### src/rtl/rob_wb_arbiter.sv
// ---------------------------------------------------------------------------
// rob_wb_arbiter
//
// Purpose:
//   Shares the single ROB status write-back port among REQ execution units.
//   Each unit owns a one-entry holding slot. A round-robin arbiter picks one
//   valid slot per cycle and loads it into a registered write-back stage that
//   drives the ROB status write inputs. All control flags are active-low
//   (Enable_ = 0, Disable_ = 1).
//
// Optional feature (macro ROB_WB_EXP_PRIO_EN):
//   When defined, slots carrying an exception, mispredict or jump miss are
//   arbitrated first (round-robin within that class). When undefined, plain
//   round-robin is used.
//
// Ports:
//   clk            clock
//   reset_         asynchronous reset, active-low
//   flush_         pipeline flush from commit, active-low
//   req_           per-unit write-back request, active-low
//   req_rob_id     per-unit ROB id
//   req_exp_       per-unit exception flag, active-low
//   req_exp_code   per-unit exception code
//   req_pred_miss_ per-unit branch mispredict, active-low
//   req_jump_miss_ per-unit jump target miss, active-low
//   req_busy       slot cannot accept this cycle, active-high
//   wb_e_          ROB status write enable, active-low
//   wb_rob_id      ROB id written
//   wb_exp_        exception flag written
//   wb_exp_code    exception code written
//   wb_pred_miss_  mispredict flag written
//   wb_jump_miss_  jump miss flag written
// ---------------------------------------------------------------------------

`ifndef RobDepth
`define RobDepth 16
`endif

package rob_wb_pkg;
    typedef logic [3:0] ExpCode_t;
    localparam ExpCode_t EXP_I_MISS_ALIGN = 4'd0;
    localparam ExpCode_t EXP_I_FAULT      = 4'd1;
    localparam ExpCode_t EXP_ILL_INST     = 4'd2;
    localparam ExpCode_t EXP_BREAK        = 4'd3;
    localparam logic Enable_  = 1'b0;
    localparam logic Disable_ = 1'b1;
endpackage

module rob_wb_arbiter
    import rob_wb_pkg::*;
#(
    parameter int REQ       = 4,
    parameter int ROB_DEPTH = `RobDepth,
    localparam int ROB      = $clog2(ROB_DEPTH)
) (
    input  logic                     clk,
    input  logic                     reset_,
    input  logic                     flush_,
    input  logic [REQ-1:0]           req_,
    input  logic [REQ-1:0][ROB-1:0]  req_rob_id,
    input  logic [REQ-1:0]           req_exp_,
    input  ExpCode_t [REQ-1:0]       req_exp_code,
    input  logic [REQ-1:0]           req_pred_miss_,
    input  logic [REQ-1:0]           req_jump_miss_,
    output logic [REQ-1:0]           req_busy,
    output logic                     wb_e_,
    output logic [ROB-1:0]           wb_rob_id,
    output logic                     wb_exp_,
    output ExpCode_t                 wb_exp_code,
    output logic                     wb_pred_miss_,
    output logic                     wb_jump_miss_
);

    localparam int PW = (REQ > 1) ? $clog2(REQ) : 1;

    // Holding slots
    logic [REQ-1:0]          r_vld;
    logic [REQ-1:0][ROB-1:0] r_rob_id;
    logic [REQ-1:0]          r_exp_;
    ExpCode_t [REQ-1:0]      r_exp_code;
    logic [REQ-1:0]          r_pred_miss_;
    logic [REQ-1:0]          r_jump_miss_;
    logic [PW-1:0]           r_rr_ptr;

    // Write-back stage
    logic                    r_wb_e_;
    logic [ROB-1:0]          r_wb_rob_id;
    logic                    r_wb_exp_;
    ExpCode_t                r_wb_exp_code;
    logic                    r_wb_pred_miss_;
    logic                    r_wb_jump_miss_;

    logic                    w_flush;
    logic                    w_gnt_vld;
    logic                    w_take;
    logic [PW-1:0]           w_gnt_idx;
    logic [REQ-1:0]          w_gnt;
    logic [REQ-1:0]          w_accept;

    assign w_flush = (flush_ == Enable_);

`ifdef ROB_WB_EXP_PRIO_EN
    logic [REQ-1:0] w_hi;
    always_comb begin
        for (int i = 0; i < REQ; i++) begin
            w_hi[i] = (r_exp_[i] == Enable_) || (r_pred_miss_[i] == Enable_) ||
                      (r_jump_miss_[i] == Enable_);
        end
    end
`endif

    // Round-robin search starting at r_rr_ptr; first hit wins.
    always_comb begin
        logic [PW-1:0] idx;
        w_gnt_vld = 1'b0;
        w_gnt_idx = '0;
        idx       = '0;
`ifdef ROB_WB_EXP_PRIO_EN
        for (int k = 0; k < REQ; k++) begin
            idx = PW'((int'(r_rr_ptr) + k) % REQ);
            if (!w_gnt_vld && r_vld[idx] && w_hi[idx]) begin
                w_gnt_vld = 1'b1;
                w_gnt_idx = idx;
            end
        end
`endif
        for (int k = 0; k < REQ; k++) begin
            idx = PW'((int'(r_rr_ptr) + k) % REQ);
            if (!w_gnt_vld && r_vld[idx]) begin
                w_gnt_vld = 1'b1;
                w_gnt_idx = idx;
            end
        end
    end

    // A flush cancels the grant so the slot is not written back.
    assign w_take = w_gnt_vld && !w_flush;

    always_comb begin
        w_gnt = '0;
        if (w_take) begin
            w_gnt[w_gnt_idx] = 1'b1;
        end
    end

    // Granted slot is free for refill on the same edge.
    assign req_busy = w_flush ? '0 : (r_vld & ~w_gnt);

    always_comb begin
        for (int i = 0; i < REQ; i++) begin
            w_accept[i] = (req_[i] == Enable_) && !req_busy[i] && !w_flush;
        end
    end

    always_ff @(posedge clk or negedge reset_) begin
        if (!reset_) begin
            r_vld           <= '0;
            r_rob_id        <= '0;
            r_exp_          <= {REQ{Disable_}};
            r_exp_code      <= '0;
            r_pred_miss_    <= {REQ{Disable_}};
            r_jump_miss_    <= {REQ{Disable_}};
            r_rr_ptr        <= '0;
            r_wb_e_         <= Disable_;
            r_wb_rob_id     <= '0;
            r_wb_exp_       <= Disable_;
            r_wb_exp_code   <= EXP_I_MISS_ALIGN;
            r_wb_pred_miss_ <= Disable_;
            r_wb_jump_miss_ <= Disable_;
        end else begin
            for (int i = 0; i < REQ; i++) begin
                if (w_flush) begin
                    r_vld[i] <= 1'b0;
                end else if (w_accept[i]) begin
                    r_vld[i]        <= 1'b1;
                    r_rob_id[i]     <= req_rob_id[i];
                    r_exp_[i]       <= req_exp_[i];
                    r_exp_code[i]   <= req_exp_code[i];
                    r_pred_miss_[i] <= req_pred_miss_[i];
                    r_jump_miss_[i] <= req_jump_miss_[i];
                end else if (w_gnt[i]) begin
                    r_vld[i] <= 1'b0;
                end
            end

            if (w_take) begin
                r_rr_ptr        <= PW'((int'(w_gnt_idx) + 1) % REQ);
                r_wb_e_         <= Enable_;
                r_wb_rob_id     <= r_rob_id[w_gnt_idx];
                r_wb_exp_       <= r_exp_[w_gnt_idx];
                r_wb_exp_code   <= r_exp_code[w_gnt_idx];
                r_wb_pred_miss_ <= r_pred_miss_[w_gnt_idx];
                r_wb_jump_miss_ <= r_jump_miss_[w_gnt_idx];
            end else begin
                r_wb_e_ <= Disable_;
            end
        end
    end

    assign wb_e_         = r_wb_e_;
    assign wb_rob_id     = r_wb_rob_id;
    assign wb_exp_       = r_wb_exp_;
    assign wb_exp_code   = r_wb_exp_code;
    assign wb_pred_miss_ = r_wb_pred_miss_;
    assign wb_jump_miss_ = r_wb_jump_miss_;

endmodule
### config.mk
export PLATFORM = sky130hd
export DESIGN_NAME = rob_wb_arbiter
export DESIGN_NICKNAME = d
export VERILOG_FILES = /design/src/rtl/rob_wb_arbiter.sv
export SDC_FILE = /design/constraint.sdc
export NUM_CORES = 1
export LEC_CHECK = 0
export BUFFER_PORTS_ARGS = -buffer_cell sky130_fd_sc_hd__buf_2
export CORE_MARGIN = 2
export CORE_UTILIZATION = 31
export DETAILED_ROUTE_END_ITERATION = 6
export SLEW_MARGIN = 20
export SYNTH_ARGS = -nofsm -noshare
export SYNTH_HDL_FRONTEND = slang
export SYNTH_SLANG_ARGS = --single-unit
### constraint.sdc
create_clock -name clk -period 3.45 [get_ports clk]
set_input_delay 0.5175 -clock clk [delete_from_list [all_inputs] [get_ports clk]]
set_output_delay 0.5175 -clock clk [all_outputs]
set_load 0.01 [all_outputs]
==> results of run 1 <==
[cells in the final DEF (no fill, tap or decap), types with 2 or more instances in the layout]
| cell | instances |
|---|---|
| sky130_fd_sc_hd__a21oi_1 | 16 |
| sky130_fd_sc_hd__clkbuf_8 | 11 |
| sky130_fd_sc_hd__a211oi_2 | 2 |
| sky130_fd_sc_hd__o21a_1 | 3 |
| sky130_fd_sc_hd__nand2_1 | 23 |
| sky130_fd_sc_hd__o221ai_1 | 3 |
| sky130_fd_sc_hd__mux2_1 | 19 |
| sky130_fd_sc_hd__o21ai_0 | 10 |
| sky130_fd_sc_hd__o22ai_1 | 11 |
| sky130_fd_sc_hd__buf_2 | 66 |
| sky130_fd_sc_hd__mux2i_1 | 3 |
| sky130_fd_sc_hd__nor2_1 | 8 |
| sky130_fd_sc_hd__nor2b_1 | 2 |
| sky130_fd_sc_hd__mux2_2 | 20 |
| sky130_fd_sc_hd__and3_1 | 4 |
| sky130_fd_sc_hd__inv_1 | 3 |
| sky130_fd_sc_hd__a22o_1 | 2 |
| sky130_fd_sc_hd__o21ai_1 | 2 |
| sky130_fd_sc_hd__dfrtp_1 | 46 |
| sky130_fd_sc_hd__a211oi_1 | 4 |
| sky130_fd_sc_hd__bufinv_16 | 2 |
| sky130_fd_sc_hd__buf_4 | 4 |
| sky130_fd_sc_hd__nand3_1 | 10 |
| sky130_fd_sc_hd__dfstp_2 | 16 |
| sky130_fd_sc_hd__mux2_4 | 3 |
| sky130_fd_sc_hd__a221o_1 | 9 |
| sky130_fd_sc_hd__a21o_1 | 2 |
| sky130_fd_sc_hd__nand2b_1 | 6 |
[critical path: cells and delay by family, from the launching register on]
family,cells,cell delay [ps]
compound gates,2,750
simple gates,2,460
buf+inv,1,130
mux,1,210
flops,1,550
[metal layers]
metal / share of wire / vias up / track usage
li1: - / 1064 / -
met1: 0.48 / 1042 / 0.1987
met4: 0.011 / 0 / 0.05231
met3: 0.062 / 8 / 0.04241
met5: 0 / - / 0
met2: 0.44 / 59 / 0.2105
[worst paths after layout]
kind	from	to	slack, ps	cells after the start
worst min register to register	r_jump_miss_[3]$_DFFE_PN1P_	r_jump_miss_[3]$_DFFE_PN1P_	490	2
worst min-delay path	reset_	r_exp_code[8]$_DFFE_PN0P_	210	1
max in group asynchronous	reset_	r_exp_[0]$_DFFE_PN1P_	2460	2
min in group clk	req_[1]	r_vld[1]$_DFFE_PN0P_	370	2
worst max register to register	r_vld[3]$_DFFE_PN0P_	r_rob_id[15]$_DFFE_PN0P_	980	5
worst max-delay path	r_vld[3]$_DFFE_PN0P_	req_busy[3]	480	6
[Yosys cell counts (4+ instances only)]
cell                        n
sky130_fd_sc_hd__clkbuf_1   6
sky130_fd_sc_hd__a21oi_1   16
sky130_fd_sc_hd__mux2_2    20
sky130_fd_sc_hd__o22ai_1   11
sky130_fd_sc_hd__nand3_1   10
sky130_fd_sc_hd__nand2_1   23
sky130_fd_sc_hd__buf_2      7
sky130_fd_sc_hd__and3_1     4
sky130_fd_sc_hd__a211oi_1   4
sky130_fd_sc_hd__mux2_1    19
sky130_fd_sc_hd__nor2_1     8
sky130_fd_sc_hd__dfstp_2   16
sky130_fd_sc_hd__dfrtp_1   46
sky130_fd_sc_hd__a221o_1    9
sky130_fd_sc_hd__o21ai_0   10
sky130_fd_sc_hd__nand2b_1   6
[power groups by stage]
stage | Combinational, mW | Clock, mW | Sequential [mW]
2_1_floorplan | 0.543 | 0 | 1.11
3_3_place_gp | 0.703 | 0 | 1.16
3_5_place_dp | 0.714 | 0 | 1.17
4_1_cts | 0.722 | 0.753 | 1.16
5_1_grt | 0.792 | 0.781 | 1.19
6_report | 0.711 | 0.731 | 1.15
[cell type report]
class	instances	area share
flip-flops and latches	62	0.4333
multi-input cells	173	0.3556
repair buffers	70	0.09934
well taps	129	0.04450
clock buffers	11	0.04174
clock inverters	5	0.02242
inverters	3	0.003105
[registers in the layout, indices dropped and copies added, names as in the netlist]
register	count
wb_exp_	1
wb_exp_code	4
r_pred_miss_	4
r_exp_	4
r_rr_ptr	2
wb_jump_miss_	1
r_jump_miss_	4
r_vld	4
r_rob_id	16
wb_rob_id	4
wb_e_	1
wb_pred_miss_	1
r_exp_code	16
[kinds of logic (layout without fill, tap and decap cells)]
group,after synthesis,in the layout,share of synthesized area
AOI/OAI and AO/OA,66,66,0.1560
buffers and inverters,22,89,0.03826
DFF,62,62,0.5282
muxes,45,45,0.1728
and+or+nand+nor,62,62,0.1047
==> results_tabular.tex, run 1 <==
\begin{tabular}{lr}
\hline
Metric & Value \\
\hline
\multicolumn{2}{l}{\textbf{Status}} \\
Status & complete, no violations \\
\multicolumn{2}{l}{\textbf{Cells and area}} \\
Number of filler cells placed in the layout & 972 \\
Register area & 1572 µm² \\
Share of layout cells above drive strength 1 & 0.4043 \\
Number of cells in the finished layout apart from fillers & 453 \\
Final design utilization & 0.3907 \\
Ant diodes & 0 \\
Post-layout nets & 370 \\
Combined area of the multi-input logic cells & 1290 µm² \\
Final instance area & 3627 µm² \\
Area growth, synth to finish & 21.91\% \\
\multicolumn{2}{l}{\textbf{Pwr}} \\
Net Sw Frac & 0.3124 \\
Power share of the sequential group & 0.444 \\
IR Drop Worst-Case VDD & 0.0002283 V \\
Power per unit of standard cell area & 714.7 nW/µm² \\
Comb power frac & 0.274 \\
Total power & 2.593 mW \\
NetSw & 0.8100 mW \\
Fraction of power consumed by the clock network & 0.282 \\
Lkg Pwr & 1.618 nW \\
P\_int & 1.783 mW \\
\multicolumn{2}{l}{\textbf{Timing}} \\
Endpoints failing setup & 0 \\
Worst relative slew slack & 0.3549 \\
PnR worst setup slack & 476.7 ps \\
Worst-case clock skew & 10.92 ps \\
Highest clock frequency the design can meet & 0.3363 GHz \\
Period utilisation layout & 0.8618 \\
Final Max Tran Viols & 0 \\
Final-report hold violation count & 0 \\
Worst hold slack across all endpoints & 214.7 ps \\
Setup total negative slack & 0 ps \\
Pin slew with the least headroom to its limit & 959.6 ps \\
Unrepaired setup endpoints after global routing & no \\
Shortest period the worst path allows & 2973 ps \\
\multicolumn{2}{l}{\textbf{Place}} \\
Routability congestion estimate & 0.7771 \\
Number of buffers added on ports & 66 \\
Worst slack after detailed placement & 842.0 ps \\
Placed Area & 3395 µm² \\
Number of cells in the design after placement & 437 \\
Half-perimeter wire length after detailed placement & 5200 µm \\
\multicolumn{2}{l}{\textbf{Yosys}} \\
Post-synthesis area per instance & 11.58 µm² \\
Yosys warning total & 0 \\
Share of Yosys cell area claimed by the top area cell type & 0.3869 \\
Async set-reset flop share out of synthesis & 1.000 \\
Flops \& latches, synth & 62 \\
Number of nets produced by synthesis & 308 \\
Distinct cell type count of the synthesized netlist & 40 \\
Most used flip-flop cell after synthesis & sky130\_fd\_sc\_hd\_\_dfrtp\_1 \\
Syn Inst Count & 257 \\
Seq/Total Area, Yosys & 0.5282 \\
Post-synth EDFFs & 0 \\
Cell area after synthesis & 2975 µm² \\
Synth area leader & sky130\_fd\_sc\_hd\_\_dfrtp\_1 \\
Top post-synthesis cells by area & sky130\_fd\_sc\_hd\_\_dfrtp\_1 (39\%), sky130\_fd\_sc\_hd\_\_dfstp\_2 (14\%), sky130\_fd\_sc\_hd\_\_mux2\_2 (7.6\%) \\
\multicolumn{2}{l}{\textbf{Clock tree}} \\
CTS Root Buffer Type & sky130\_fd\_sc\_hd\_\_clkbuf\_8 \\
CTS H-tree lvls & 3 \\
Count of hold-fix buffers inserted at cts & 0 \\
TritonCTS clock tree & done \\
Skew-Pair Late Insertion Delay & 340 ps \\
Clock Pin Slew Worst Setup and Hold Paths & 70 ps \\
Number of sinks handled by clock tree synthesis & 62 \\
Buffer depth of the longest clock path & 2 \\
TritonCTS buffer count & 9 \\
CTS resizes & 0 \\
Setup repair bufs after CTS & 0 \\
\multicolumn{2}{l}{\textbf{Job}} \\
Total of max-cap violations & 0 \\
\multicolumn{2}{l}{\textbf{Detailed routing}} \\
Wirelength per Cell & 15.51 µm \\
Number of vias per cell after detailed routing & 4.797 \\
Number of DRC violations after detailed-routing iteration 0 & 68 \\
ANT nets after route & 0 \\
Final WL & 7025 µm \\
Initial DRT Pass Iterations & 4 \\
Number of remaining DRC errors & 0 \\
Vias after detailed routing & 2,173 \\
\multicolumn{2}{l}{\textbf{Floorplan}} \\
Number of rows created at floorplan & 35 \\
Floorplan die width & 102.0 µm \\
Area of the core region & 9284 µm² \\
Effective utilization at floorplan & 0.3205 \\
Io pins & 67 \\
Die area & 10,400 µm² \\
Vertical extent of the die & 102.0 µm \\
\multicolumn{2}{l}{\textbf{Global routing}} \\
First-pass GRT wire length & 11,100 µm \\
Total global routing track utilization & 0.1426 \\
Number of antenna violations at the first check in global routing & 0 \\
Maximum number of pins on one net before global-route repair & 32 \\
Via count of the first global-routing pass & 2,163 \\
Residual overflow from global routing & 0 \\
\multicolumn{2}{l}{\textbf{Worst setup path}} \\
Delay of the slowest cell on the worst path & 550 ps \\
Category of the worst setup path launch point & flip-flop \\
Path type of the worst setup path & flip-flop to output pin \\
Arr. time, crit path & 2460 ps \\
Required time of the worst setup path & 2930 ps \\
Slowest library cell on the worst path & sky130\_fd\_sc\_hd\_\_dfrtp\_1 \\
Highest net fanout along the worst path & 15 \\
Ordered cell list for the critical path & mux2i\_1 > a22oi\_4 > nand2\_4 > o21a\_1 > and2\_1 > buf\_2 \\
Type of destination of the critical path & output pin \\
\multicolumn{2}{l}{\textbf{Worst hold path}} \\
Worst hold-check path type & primary input to async pin \\
\hline
\end{tabular}
Note: power is estimated with default switching activity, not from simulation.
==> run 2: changes to the inputs <==
==> constraint.sdc (replaced) <==
create_clock -name clk -period 2.9 [get_ports clk]
set_input_delay 0.435 -clock clk [delete_from_list [all_inputs] [get_ports clk]]
set_output_delay 0.435 -clock clk [all_outputs]
set_load 0.01 [all_outputs]
==> run 2 against run 1 <==
Effect of this change: non-clock buffer count up 2; die area unchanged; via count up 1.5%; critical path type unchanged; worst setup slack worse by 210 ps; sequential share of layout area up 0.21 points; cell count up 0.44%; combinational power up 22%; clock skew down 6.4 ps.
==> results_tabular.tex, run 2 (synthesis results as in run 1) <==
\begin{tabular}{lr}
\hline
Metric & Value \\
\hline
\multicolumn{2}{l}{\textbf{Cells and area}} \\
Share of layout cells above drive strength 1 & 0.3957 (-0.008615) \\
Number of filler cells placed in the layout & 981 (+0.93\%) \\
Ant diodes & 0 (unchanged) \\
Most common library cell in the layout ignoring fill and taps & sky130\_fd\_sc\_hd\_\_buf\_2 \\
Most used cells in the layout excluding fill and tap cells & sky130\_fd\_sc\_hd\_\_buf\_2 (66), sky130\_fd\_sc\_hd\_\_dfrtp\_1 (46), sky130\_fd\_sc\_hd\_\_nand2\_1 (23) \\
Post-layout nets & 372 (+0.54\%) \\
Registers with the most flip-flops & r\_exp\_code (16), r\_rob\_id (16) \\
Final instance area & 3610 µm² (-0.48\%) \\
Area growth, synth to finish & 21.32\% \\
\multicolumn{2}{l}{\textbf{Floorplan}} \\
Io pins & 67 (unchanged) \\
Number of rows created at floorplan & 35 (unchanged) \\
Effective utilization at floorplan & 0.3205 (unchanged) \\
Area of the core region & 9284 µm² (unchanged) \\
Floorplan die width & 102.0 µm (unchanged) \\
Vertical extent of the die & 102.0 µm (unchanged) \\
Die area & 10,400 µm² (unchanged) \\
\multicolumn{2}{l}{\textbf{Worst hold path}} \\
Worst hold-check path type & primary input to async pin \\
\multicolumn{2}{l}{\textbf{Global routing}} \\
Grt met3 use & 0.04925 (+0.006840) \\
Global route hottest layer & met2 \\
First-pass GRT wire length & 11,620 µm (+4.7\%) \\
Routing usage on met2 & 0.2151 (+0.004555) \\
Met1 Usage GRT & 0.2029 (+0.004163) \\
Number of antenna violations at the first check in global routing & 0 (unchanged) \\
Total global routing track utilization & 0.1475 (+0.004890) \\
Via count of the first global-routing pass & 2,266 (+4.8\%) \\
Maximum number of pins on one net before global-route repair & 63 (+97\%) \\
Residual overflow from global routing & 0 (unchanged) \\
\multicolumn{2}{l}{\textbf{Clock tree}} \\
Clock Pin Slew Worst Setup and Hold Paths & 60 ps (about the same) \\
Number of sinks handled by clock tree synthesis & 62 (unchanged) \\
CTS Root Buffer Type & sky130\_fd\_sc\_hd\_\_clkbuf\_8 \\
Skew-Pair Late Insertion Delay & 340 ps (about the same) \\
Buffer depth of the longest clock path & 2 (unchanged) \\
TritonCTS clock tree & done \\
Setup repair bufs after CTS & 0 (unchanged) \\
CTS H-tree lvls & 3 (unchanged) \\
TritonCTS buffer count & 9 (unchanged) \\
\multicolumn{2}{l}{\textbf{Timing}} \\
Highest clock frequency the design can meet & 0.3792 GHz \\
Final-report hold violation count & 0 (unchanged) \\
Worst hold slack across all endpoints & 94.36 ps (-120.3 ps) \\
Final Max Tran Viols & 0 (unchanged) \\
Worst relative slew slack & 0.4827 (+0.1278) \\
Period utilisation layout & 0.9094 \\
Setup total negative slack & 0 ps (unchanged) \\
Endpoints failing setup & 0 (unchanged) \\
Unrepaired setup endpoints after global routing & no \\
Shortest period the worst path allows & 2637 ps \\
Worst-case clock skew & 4.476 ps (-6.445 ps) \\
Pin slew with the least headroom to its limit & 773.1 ps (-186.5 ps) \\
\multicolumn{2}{l}{\textbf{Pwr}} \\
IR Drop Worst-Case VDD & 0.0003087 V (+35\%) \\
Power per unit of standard cell area & 823.7 nW/µm² (+15\%) \\
Lkg Pwr & 1.610 nW (-0.48\%) \\
\multicolumn{2}{l}{\textbf{Detailed routing}} \\
Number of remaining DRC errors & 0 (unchanged) \\
Vias after detailed routing & 2,206 (+1.5\%) \\
Initial DRT Pass Iterations & 4 (unchanged) \\
Final WL & 7209 µm (+2.6\%) \\
ANT nets after route & 0 (unchanged) \\
Number of vias per cell after detailed routing & 4.848 (+1.1\%) \\
Wirelength per Cell & 15.84 µm (+2.2\%) \\
Number of DRC violations after detailed-routing iteration 0 & 93 (+37\%) \\
\multicolumn{2}{l}{\textbf{Worst setup path}} \\
Type of destination of the critical path & output pin \\
Required time of the worst setup path & 2470 ps (-460 ps) \\
Path type of the worst setup path & flip-flop to output pin \\
Category of the worst setup path launch point & flip-flop \\
Delay of the slowest cell on the worst path & 550 ps (about the same) \\
Ordered cell list for the critical path & nor3b\_1 > a211oi\_2 > or2\_1 > o21a\_2 > and2\_1 > buf\_2 \\
Launch point of the critical path & r\_rr\_ptr[0]\$\_DFFE\_PN0P\_ \\
Arr. time, crit path & 2200 ps (-260 ps) \\
Startpoint of the lowest-slack register-to-register path & r\_vld[3]\$\_DFFE\_PN0P\_ \\
Bufs and invs on worst path & 1 (unchanged) \\
Family with the most delay on the worst path & simple AND/OR/NAND/NOR gates \\
Slowest library cell on the worst path & sky130\_fd\_sc\_hd\_\_dfrtp\_1 \\
Highest net fanout along the worst path & 13 (-2) \\
\multicolumn{2}{l}{\textbf{Place}} \\
Number of buffers added on ports & 66 (unchanged) \\
Placed Area & 3422 µm² (+0.81\%) \\
Routability congestion estimate & 0.7941 (+2.2\%) \\
Half-perimeter wire length after detailed placement & 5133 µm (-1.3\%) \\
\multicolumn{2}{l}{\textbf{Job}} \\
Total of max-cap violations & 0 (unchanged) \\
\multicolumn{2}{l}{\textbf{Status}} \\
Status & complete, no violations \\
\hline
\end{tabular}
## run 2: cell count changes in the layout (fill, tap and decap cells not counted), sizes merged
cell      before  now
buf           70   72
bufinv         2    1
clkbuf        11   15
clkinv         2    0
clkinvlp       1    0
## run 2: path summary, 6_finish.rpt
kind | end | slack (ps) | cells after the start
min reg2reg | r_jump_miss_[3]$_DFFE_PN1P_ | 490 | 2
max | req_busy[3] | 260 | 6
min in group clk | r_vld[2]$_DFFE_PN0P_ | 270 | 2
max in group asynchronous | r_pred_miss_[0]$_DFFE_PN1P_ | 2470 | 2
min | r_rob_id[11]$_DFFE_PN0P_ | 90 | 2
max reg2reg | r_rob_id[4]$_DFFE_PN0P_ | 600 | 6
## run 2: what timing repair did
item                                    in CTS  in global routing
hold buffers                                 0                  0
endpoints found under the setup margin       0                  1
resized for setup                            0                  1
## run 2: through the flow
stage          power [mW]  utilization  std cells  setup slack, ps
2_1_floorplan       1.961            -        257            973.3
3_3_place_gp        2.231       0.3686        439            562.2
3_5_place_dp        2.254       0.3686        439            505.4
4_1_cts             3.004       0.3887        455            112.7
5_1_grt             3.169       0.3888        455            124.5
6_report            2.973       0.3888        455            262.9
## run 2: cell type report
type,count,area [µm²],share of cell area
Inverter,3,11.26,0.003120
Sequential cell,62,1572,0.4354
Clock inverter,1,30.03,0.008319
Tap cell,129,161.4,0.04471
Multi-Input combinational cell,173,1291,0.3577
Timing Repair Buffer,72,387.9,0.1075
Clock buffer,15,156.4,0.04333
## run 2: layer usage
metal	share of wire	wire length (µm)
met1	0.48	3468
met2	0.44	3196
met3	0.062	445
met4	0.014	99
met5	0	0
## run 2: power breakdown
group	switching [mW]	total [mW]	leakage (nW)	internal [mW]
Combinational	0.434	0.870	0.798	0.435
Sequential	0.204	1.37	0.720	1.17
Clock	0.310	0.733	0.0919	0.423
==> run 3: changes to the inputs <==
--- a/config.mk
+++ b/config.mk
@@ -6,9 +6,14 @@
 export NUM_CORES = 1
 export LEC_CHECK = 0
 export BUFFER_PORTS_ARGS = -buffer_cell sky130_fd_sc_hd__buf_2
+export CELL_PAD_IN_SITES_DETAIL_PLACEMENT = 0
+export CELL_PAD_IN_SITES_GLOBAL_PLACEMENT = 1
 export CORE_MARGIN = 2
 export CORE_UTILIZATION = 31
+export CTS_BUF_LIST = sky130_fd_sc_hd__clkbuf_2 sky130_fd_sc_hd__clkbuf_4 sky130_fd_sc_hd__clkbuf_8
 export DETAILED_ROUTE_END_ITERATION = 6
+export PLACE_DENSITY_LB_ADDON = 0.1
+export SKIP_CTS_REPAIR_TIMING = 1
 export SLEW_MARGIN = 20
 export SYNTH_ARGS = -nofsm -noshare
 export SYNTH_HDL_FRONTEND = slang
==> run 3 against run 2 <==
Effect of this change: sequential cell count unchanged; sequential power barely moved; power rose by 7.2%; sequential share of layout area shrank 0.84 points; first-iteration DRC count is 27% lower; largest cell class unchanged; highest routed layer unchanged; utilization grew 0.77 points.
==> results_tabular.tex, run 3 (synthesis results as in run 1) <==
\begin{tabular}{lr}
\hline
Metric & Value \\
\hline
\multicolumn{2}{l}{\textbf{Worst setup path}} \\
Highest net fanout along the worst path & 14 (+1) \\
Slowest library cell on the worst path & sky130\_fd\_sc\_hd\_\_dfrtp\_1 \\
Required time of the worst setup path & 2470 ps (about the same) \\
Category of the worst setup path launch point & flip-flop \\
Path type of the worst setup path & flip-flop to output pin \\
Ordered cell list for the critical path & mux2i\_1 > a22oi\_4 > nand2\_4 > o21a\_1 > and2\_1 > buf\_2 \\
Delay of the slowest cell on the worst path & 570 ps (+20 ps) \\
Type of destination of the critical path & output pin \\
Arr. time, crit path & 2080 ps (-120 ps) \\
\multicolumn{2}{l}{\textbf{Timing}} \\
Setup total negative slack & 0 ps (unchanged) \\
Highest clock frequency the design can meet & 0.3975 GHz (+4.8\%) \\
Shortest period the worst path allows & 2516 ps (-121.3 ps) \\
Final Max Tran Viols & 0 (unchanged) \\
Worst relative slew slack & 0.4942 (+0.01150) \\
PnR worst setup slack & 384.1 ps (+121.3 ps) \\
Period utilisation layout & 0.8675 (-0.04181) \\
Worst hold slack across all endpoints & 147.8 ps (+53.43 ps) \\
Unrepaired setup endpoints after global routing & no \\
Pin slew with the least headroom to its limit & 755.9 ps (-17.19 ps) \\
Final-report hold violation count & 0 (unchanged) \\
Worst-case clock skew & 6.245 ps (+1.770 ps) \\
Endpoints failing setup & 0 (unchanged) \\
\multicolumn{2}{l}{\textbf{Pwr}} \\
IR Drop Worst-Case VDD & 0.0002562 V (-17\%) \\
Power per unit of standard cell area & 866.2 nW/µm² (+5.2\%) \\
Total power & 3.189 mW (+7.2\%) \\
Lkg Pwr & 1.646 nW (+2.2\%) \\
\multicolumn{2}{l}{\textbf{Cells and area}} \\
Registers with the most flip-flops & r\_exp\_code (16), r\_rob\_id (16) \\
Post-layout nets & 373 (+0.27\%) \\
Number of filler cells placed in the layout & 979 (-0.20\%) \\
Ant diodes & 0 (unchanged) \\
Number of cells in the finished layout apart from fillers & 456 (+0.22\%) \\
Most common library cell in the layout ignoring fill and taps & sky130\_fd\_sc\_hd\_\_buf\_2 \\
Final design utilization & 0.3965 (+0.007682) \\
Area growth, synth to finish & 23.72\% \\
Most used cells in the layout excluding fill and tap cells & sky130\_fd\_sc\_hd\_\_buf\_2 (66), sky130\_fd\_sc\_hd\_\_dfrtp\_1 (46), sky130\_fd\_sc\_hd\_\_nand2\_1 (23) \\
Final instance area & 3681 µm² (+2.0\%) \\
Share of layout cells above drive strength 1 & 0.4098 (+0.01408) \\
\multicolumn{2}{l}{\textbf{Place}} \\
Placed Area & 3430 µm² (+0.22\%) \\
Routability congestion estimate & 0.7531 (-5.2\%) \\
Number of cells in the design after placement & 440 (+0.23\%) \\
Half-perimeter wire length after detailed placement & 5362 µm (+4.5\%) \\
Worst slack after detailed placement & 657.9 ps (+152.5 ps) \\
Number of buffers added on ports & 66 (unchanged) \\
\multicolumn{2}{l}{\textbf{Global routing}} \\
Via count of the first global-routing pass & 2,232 (-1.5\%) \\
Maximum number of pins on one net before global-route repair & 33 (-48\%) \\
Total global routing track utilization & 0.1543 (+0.006788) \\
First-pass GRT wire length & 11,980 µm (+3.1\%) \\
Residual overflow from global routing & 0 (unchanged) \\
Number of antenna violations at the first check in global routing & 0 (unchanged) \\
\multicolumn{2}{l}{\textbf{Floorplan}} \\
Effective utilization at floorplan & 0.3205 (unchanged) \\
Die area & 10,400 µm² (unchanged) \\
Io pins & 67 (unchanged) \\
Area of the core region & 9284 µm² (unchanged) \\
Floorplan die width & 102.0 µm (unchanged) \\
Vertical extent of the die & 102.0 µm (unchanged) \\
Number of rows created at floorplan & 35 (unchanged) \\
\multicolumn{2}{l}{\textbf{Clock tree}} \\
CTS H-tree lvls & 3 (unchanged) \\
TritonCTS clock tree & done \\
Buffer depth of the longest clock path & 2 (unchanged) \\
Number of sinks handled by clock tree synthesis & 62 (unchanged) \\
CTS Root Buffer Type & sky130\_fd\_sc\_hd\_\_clkbuf\_8 \\
Skew-Pair Late Insertion Delay & 340 ps (about the same) \\
Clock Pin Slew Worst Setup and Hold Paths & 70 ps (about the same) \\
TritonCTS buffer count & 9 (unchanged) \\
\multicolumn{2}{l}{\textbf{Detailed routing}} \\
Final WL & 7399 µm (+2.6\%) \\
Number of remaining DRC errors & 0 (unchanged) \\
ANT nets after route & 0 (unchanged) \\
Vias after detailed routing & 2,189 (-0.77\%) \\
Number of vias per cell after detailed routing & 4.800 (-0.99\%) \\
Wirelength per Cell & 16.23 µm (+2.4\%) \\
Number of DRC violations after detailed-routing iteration 0 & 68 (-27\%) \\
Initial DRT Pass Iterations & 4 (unchanged) \\
\multicolumn{2}{l}{\textbf{Job}} \\
Total of max-cap violations & 0 (unchanged) \\
\multicolumn{2}{l}{\textbf{Status}} \\
Status & complete, no violations \\
\multicolumn{2}{l}{\textbf{Worst hold path}} \\
Worst hold-check path type & primary input to async pin \\
\hline
\end{tabular}
-- run 3: cell types whose count changed in the layout (fill, tap and decap cells not counted), sizes merged --
cell	change
clkbuf	-4
clkinv	+1
bufinv	+2
clkinvlp	+1
buf	+1
-- run 3: final timing paths --
check | slack [ps] | depth (start not counted) | startpoint | to
min | 150 | 1 | reset_ | r_rob_id[4]$_DFFE_PN0P_
min in group clk | 270 | 2 | req_[2] | r_vld[2]$_DFFE_PN0P_
max reg2reg | 620 | 6 | r_vld[3]$_DFFE_PN0P_ | r_exp_code[4]$_DFFE_PN0P_
max | 380 | 6 | r_vld[3]$_DFFE_PN0P_ | req_busy[3]
max in group asynchronous | 2070 | 2 | reset_ | wb_jump_miss_$_DFFE_PN1P_
min reg2reg | 480 | 1 | r_rob_id[4]$_DFFE_PN0P_ | r_rob_id[4]$_DFFE_PN0P_
-- run 3: cell type report --
type	instances	area (µm²)	share of cell area
Clock buffer	11	145.1	0.03943
Clock inverter	5	106.4	0.02889
Inverter	3	11.26	0.003059
Multi-Input combinational cell	173	1290	0.3504
Sequential cell	62	1572	0.4269
Tap cell	129	161.4	0.04385
Timing Repair Buffer	73	395.4	0.1074
-- run 3: power breakdown --
group	internal, mW	total (mW)	switching, mW
Sequential	1.17	1.36	0.194
Combinational	0.438	0.871	0.433
Clock	0.606	0.958	0.352
-- run 3: routing by layer --
metal / GRT usage / wire (µm)
met1: 0.2238 / 3743
met2: 0.2186 / 3155
met3: 0.04720 / 419
met4: 0.05231 / 80
met5: 0 / 0
-- run 3: worst max-delay path, delay by kind of cell (launching register included) --
| family | cells | cell delay (ps) |
|---|---|---|
| AO/OA/AOI/OAI | 2 | 590 |
| flip-flops | 1 | 570 |
| AND/OR/NAND/NOR | 2 | 230 |
| multiplexers | 1 | 210 |
| buffers and inverters | 1 | 130 |
